$ cat src/rtl/ptype_fifo.sv
// Type-parameterised elastic FIFO: DEPTH-entry circular buffer, valid/ready on both sides, 1-cycle first-word latency.
// Backpressure via a_ready=!full; define PTYPE_FIFO_BYPASS_EN for same-cycle fall-through when empty.
module ptype_fifo #(
  parameter int  WIDTH  = 1,
  parameter type TYPE_T = logic [WIDTH-1:0],
  parameter int  DEPTH  = 4,
  parameter int  CNT_W  = $clog2(DEPTH+1)
) (
  input  logic             clk,
  input  logic             rst_n,
  input  TYPE_T            a,
  input  logic             a_valid,
  output logic             a_ready,
  output TYPE_T            y,
  output logic             y_valid,
  input  logic             y_ready,
  output logic [CNT_W-1:0] count,
  output logic             full,
  output logic             empty
);

  localparam int PTR_W = (DEPTH > 1) ? $clog2(DEPTH) : 1;

  typedef enum logic [1:0] {EMPTY, PARTIAL, FULL} state_e;

  state_e             state_q, state_d;
  logic [PTR_W-1:0]   wr_ptr_q, wr_ptr_d;
  logic [PTR_W-1:0]   rd_ptr_q, rd_ptr_d;
  logic [CNT_W-1:0]   count_q, count_d;
  TYPE_T              mem [DEPTH];

  logic push, pop, bypass, wr_en, rd_en;

  assign empty   = (state_q == EMPTY);
  assign full    = (state_q == FULL);
  assign a_ready = !full;
  assign count   = count_q;

`ifdef PTYPE_FIFO_BYPASS_EN
  // Empty FIFO presents the producer directly; a same-cycle accept skips storage.
  assign y_valid = empty ? a_valid : 1'b1;
  assign bypass  = empty && a_valid && y_ready;
  always_comb begin
    y = mem[rd_ptr_q];
    if (empty) y = a;
  end
`else
  assign y_valid = !empty;
  assign bypass  = 1'b0;
  always_comb begin
    y = '0;
    if (!empty) y = mem[rd_ptr_q];
  end
`endif

  assign push  = a_valid && a_ready;
  assign pop   = y_valid && y_ready;
  assign wr_en = push && !bypass;
  assign rd_en = pop && !bypass;

  always_ff @(posedge clk) begin
    if (wr_en) mem[wr_ptr_q] <= a;
  end

  always_comb begin
    wr_ptr_d = wr_ptr_q;
    rd_ptr_d = rd_ptr_q;
    count_d  = count_q;
    state_d  = state_q;

    if (wr_en) wr_ptr_d = (wr_ptr_q == PTR_W'(DEPTH-1)) ? '0 : wr_ptr_q + PTR_W'(1);
    if (rd_en) rd_ptr_d = (rd_ptr_q == PTR_W'(DEPTH-1)) ? '0 : rd_ptr_q + PTR_W'(1);

    case ({wr_en, rd_en})
      2'b10:   count_d = count_q + CNT_W'(1);
      2'b01:   count_d = count_q - CNT_W'(1);
      default: count_d = count_q;
    endcase

    // Simultaneous push and pop leaves occupancy, hence state, unchanged.
    case (state_q)
      EMPTY:   if (wr_en) state_d = PARTIAL;
      PARTIAL: begin
        if (wr_en && !rd_en && count_q == CNT_W'(DEPTH-1))
          state_d = FULL;
        else if (rd_en && !wr_en && count_q == CNT_W'(1))
          state_d = EMPTY;
      end
      FULL:    if (rd_en) state_d = PARTIAL;
      default: state_d = EMPTY;
    endcase
  end

  always_ff @(posedge clk or negedge rst_n) begin
    if (!rst_n) begin
      state_q  <= EMPTY;
      wr_ptr_q <= '0;
      rd_ptr_q <= '0;
      count_q  <= '0;
    end else begin
      state_q  <= state_d;
      wr_ptr_q <= wr_ptr_d;
      rd_ptr_q <= rd_ptr_d;
      count_q  <= count_d;
    end
  end

endmodule

$ cat config.mk
export PLATFORM = sky130hd
export DESIGN_NAME = ptype_fifo
export DESIGN_NICKNAME = d
export VERILOG_FILES = /design/src/rtl/ptype_fifo.sv
export SDC_FILE = /design/constraint.sdc
export NUM_CORES = 1
export LEC_CHECK = 0
export ABC_AREA = 1
export BUFFER_PORTS_ARGS = -buffer_cell sky130_fd_sc_hd__buf_4
export CORE_MARGIN = 5
export CORE_UTILIZATION = 53
export CTS_CLUSTER_DIAMETER = 150
export DETAILED_ROUTE_END_ITERATION = 12
export PLACE_DENSITY = 0.76
export SYNTH_ARGS = -nofsm -noshare
export SYNTH_HDL_FRONTEND = slang
export SYNTH_SLANG_ARGS = --single-unit
$ cat constraint.sdc
create_clock -name clk -period 1.95 [get_ports clk]
set_input_delay 0.4875 -clock clk [delete_from_list [all_inputs] [get_ports clk]]
set_output_delay 0.4875 -clock clk [all_outputs]
set_load 0.02 [all_outputs]
# Word level (Yosys, flattened, before mapping)
# Memory sizes are Yosys's and may differ from the RTL's.
# Index checks and enable logic that the tools add are counted.
[totals]
regBits = 9
mem_bits_rw = 4
in_bits = 5
output_inout_bits = 8
elab_cells = 44
memories = 1
[mem_list]
columns = ["name", "depth", "word_bits", "rd", "rd_clocked_by_memory_dff", "write_ports", "line_no", "text"]
rows = [
  ["mem", 4, 1, 1, 0, 1, "30", "TYPE_T mem [DEPTH];"],
]
[classes]
add_sub_neg = 4
n_eq_ne = 11
mux = 11
n_reduce_logical = 13
[op_table]
columns = ["op", "n"]
rows = [
  ["two-way mux 2 bit", 6],
  ["== test 2 bit (second input constant)", 4],
  ["logical AND 1 bit", 6],
  ["case mux 2 bit (3 select lines)", 1],
  ["case mux 3 bit (2 select lines)", 1],
  ["adder 2 x 1 -> 2 bit (second input constant)", 2],
  ["== test 2 x 1 -> 1 bit (second input constant)", 2],
  ["logical NOT 1 bit", 4],
  ["!= test 2 x 1 -> 1 bit (second input constant)", 2],
  ["adder 3 x 1 -> 3 bit (second input constant)", 1],
  ["== test 3 x 1 -> 1 bit (second input constant)", 1],
  ["== test 3 x 2 -> 1 bit (second input constant)", 1],
  ["two-way mux 1 bit", 3],
  ["!= test 3 bit (second input constant)", 1],
  ["AND reduction 3 bit", 1],
  ["subtractor 3 x 1 -> 3 bit (second input constant)", 1],
  ["logical NOT 2 bit", 1],
  ["nonzero test 2 bit", 1],
]

# Longest topological paths before layout
[logic_depth]
ltp_word = 9
depth_mapped = 10
ltp_nobuf = 10

# Worst setup path after synthesis
# Ideal clock, no wire load.
[synth_timing]
path_kind = "register to register"
start = "reg state_q[1]"
end = "reg count_q[2], in the netlist count[2]"
setup_ns = 0.113
arrival_ns = 1.428
required_time_ns = 1.837
setup_slack_ns = 0.409
stages_incl_launch_ff = 9
path_buffers = 0
period_less_slack_ns = 1.541
cell_sequence = "dfrtp_1 nor2_2 nor2_4 ha_1 inv_1 o21ai_0 nand2_1 nand2_1 inv_1"
[synth_between]
elab_chain_len = 5
word_cells_on_any_way = 10
classes_between = "eq/ne (3); mux (1); reduce/logical (6)"
[synth_rtl]
columns = ["item", "line_no", "text"]
rows = [
  ["start: declaration", "26", "state_e state_q, state_d;"],
  ["start signal: assignment", "101", "state_q <= state_d;"],
  ["logical NOT 2 bit *", "34", "assign empty = (state_q == EMPTY);"],
  ["net empty", "19", "output logic empty"],
  ["logical NOT 1 bit *", "--", ""],
  ["logical AND 1 bit *", "57", "assign pop = y_valid && y_ready;"],
  ["net pop", "32", "logic push, pop, bypass, wr_en, rd_en;"],
  ["== test 2 x 1 -> 1 bit / == test 2 bit (equally long branches)", "74", "case ({wr_en, rd_en})"],
  ["case mux 3 bit (2 select lines) / nonzero test 2 bit (equally long branches)", "--", ""],
  ["end signal: assignment", "104", "count_q <= count_d;"],
  ["end: declaration", "29", "logic [CNT_W-1:0] count_q, count_d;"],
]
# Mark *: on every way through the listed nets, which the timed path passes. The rest lies on a longest branch.
# A chain may end at the register's enable or synchronous reset.

# Worst setup path in the final report
[layout_timing]
start = "reg state_q[1]"
end = "out y"
[layout_between]
elab_chain_len = 2
[layout_rtl]
columns = ["item", "line_no", "text"]
rows = [
  ["logical NOT 2 bit", "34", ""],
  ["two-way mux 1 bit", "52", "if (!empty) y = mem[rd_ptr_q];"],
  ["end: declaration", "14", "output TYPE_T y,"],
]
# Every way passes these cells.

==> summary.md <==
| Metric | Value |
|---|---|
| Initial antenna violation count | 0 |
| Min cycle time layout | 1.71 ns |
| Clk slew on worst S/H paths | 0.08 ns |
| Critical path startpoint category | flop |
| H-tree Lvls | 1 |
| Area Growth Syn to Fin | 17.0% |
| Final Power | 1.25 mW |
| CP Data Required Time | 1.46 ns |
| Nets | approximately 130 |
| Buf/Inv on CP | 1 |
| Peak Freq | a little under 0.6 GHz |
| HPWL Detailed | 1100 um |
| Pre-Repair DR Iteration Count | 4 |
| Pwr Density | 1340 nW/um^2 |
| I/O pin count | 13 |
| Row count | 14 |
| DR vias | 605 |
| Commonest non-fill, non-tap cell in the layout | inv_1 |
| CTS Root Cell | clkbuf_4 |
| Status | finished, final reports clean |
| Hold Fails Final Rpt | 0 |
| CP max FO | 5 |
| Post-route cell area | 937 um^2 |
| Critical Path Max Stage Delay | around 0.44 ns |
| Cell Area, Synth | approximately 800 um^2 |
| Die area | about 2400 um^2 |
| FF/Latch Area | 345 um^2 |
| Max Root-Sink Buffers | 2 |
| Die width | approximately 49 um |
| Max-slew violations | 0 |
| Crit path max-delay family | flip-flops |
| # diodes | 0 |
| Clock Sink Count | 13 |
| CTS Buf Count | 3 |
| CTS tree | built |
| Hold Path Class | in2async |
| EDFF count, synth | 4 |
| Slew headroom | 82.6% |
| Layout filler cell count | 132 |
| RSZ-0062 raised after global routing | false |
| Starting density of the core | roughly 54% |
| RR Startpoint | state_q[1]$_DFFE_PN0P_ |
| Routability cong. | 0.745 |
| PortBufs | 12 |
| Cells along the critical path | nor2_2 -> a21oi_1 -> buf_4 |
| Tcrit/Tclk final | between 80% and 90% |
| GRT overflow | 0 |
| # Post-CTS Setup Buffers | 0 |
| Pleak | 0.518 nW |
| CP max stage cell | dfrtp_1 |
| Routed wire per std cell | 10.5 um |
| Area share of the largest cell type after synthesis | 28.1% |
| Vias per cell | 4.80 |
| Ys Warns | 0 |
| CP arrival | 1.22 ns |
| Cells after Synth | 94 |
| Total wire length | ~1300 um |
| ANT nets after route | 0 |
| Number of global-route vias before repair | 561 |
| Avg Inst Size Synth | 8.52 um^2 |
| Setup TNS | 0 ns |
| CTS resizes | 0 |
| Crit. End Element | output pin |
| Seq/Total Area, Yosys | between 40% and 50% |
| Die Y | 48.9 um |
| Final Skew | 0.00749 ns |
| Ys flop type | dfrtp_1 |
| Max-cap violations | 0 |
| Hold buffers post-CTS | 0 |
| Worst skew pair latency | approximately 0.28 ns |
| Area of the multi-input gates | 362 um^2 |
| #FFs+latches synth | 13 |
| Yosys cell types | 18 |
| Largest net degree at the start of global routing | 10 |
| Synth area leader | dfrtp_1 |
| Critical path origin | state_q[1]$_DFFE_PN0P_ |
| Worst setup path class | reg2out |
| Synthesized Nets | 110 |
| Asr flop ratio synth | 69.2% |
| Post-Place Cell Area | just over 900 um^2 |
| DR DRC count | 0 |
| First-pass GRT wire length | 2250 um |
| First-iteration detailed-routing DRC count | 3 |
| Most frequent cells in the layout | 23 x inv_1, 18 x nand2_1, 12 x buf_4, 11 x ha_1, 9 x dfrtp_1 |
| Total GRT Usage | around an eighth |
| Layout cells sized above 1 | 20.0% |
| Slew @ Worst Pin | approximately 0.26 ns |
| Core area | between 1000 and 1500 um^2 |
| Worst IR drop on VDD | around 0.00071 V |
| Setup violators final | 0 |
| Largest cells by area after synthesis | dfrtp_1 28%, ha_1 17%, edfxtp_1 15% |
-- per-stage QoR --
step                      utilization [%]  hold WS [ns]  instances  setup slack (ns)
final                                63.7        0.0122        126             0.239
after CTS                            63.7        0.0124        126             0.222
after detailed placement             61.9         0.318        122             0.382
after global routing                 63.7        0.0158        126             0.173
after global placement               61.9         0.317        122             0.460
after floorplan                         -         0.192         94             0.409
-- sequential cells by signal, summed over array words and instances, names as in the netlist --
| name | flops |
|---|---|
| state_q | 2 |
| rd_ptr_q | 2 |
| wr_ptr_q | 2 |
| mem | 4 |
| count | 3 |
-- kinds of logic after synthesis --
logic type | count (synthesis) | synth area share (%)
adder cells (fa/ha/maj) | 11 | 17.2
AND/OR/NAND/NOR | 34 | 19.4
XOR/XNOR | 2 | 2.19
buffers and inverters | 25 | 11.7
flip-flops | 13 | 43.1
AO/OA/AOI/OAI | 9 | 6.41
-- power by group --
group	total, mW	switching [mW]	internal (mW)
Sequential	0.463	0.0852	0.378
Clock	0.168	0.0884	0.0794
Combinational	0.623	0.359	0.264
Total	1.25	0.533	0.722
-- metal layers --
metal | global-route usage [%] | routed length, um | up-vias
met4 | 5.38 | 23 | 0
met1 | 12.8 | 568 | 273
li1 | - | - | 319
met2 | 21.3 | 666 | 9
met3 | 3.36 | 58 | 4
met5 | 0 | 0 | -
-- worst paths after layout --
kind	cells after the start	end	slack (ns)
max in group asynchronous	1	wr_ptr_q[0]$_DFFE_PN0P_	1.79
worst max-delay path	3	y	0.24
worst min-delay path	1	state_q[0]$_DFFE_PN0P_	0.01
worst max register to register	8	count[2]$_DFFE_PN0P_	0.39
min in group clk	1	mem[3]$_DFFE_PP_	0.41
worst min register to register	1	state_q[0]$_DFFE_PN0P_	0.52
-- synth_stat cells, types with 2 or more instances --
master,instances
nand2_1,18
inv_1,23
inv_2,2
ha_1,11
edfxtp_1,4
dfrtp_1,9
xnor2_1,2
o21ai_0,3
nor2_1,6
o21ai_1,3
nand3_1,6
-- area by class of cell --
cell class | count | area share [%]
clock buffer | 4 | 2.80
inverter | 25 | 10.0
multi-input combinational | 56 | 38.6
sequential | 13 | 36.8
tap | 16 | 2.14
timing repair buffer | 12 | 9.61
Power figures use the tool's default switching activity.
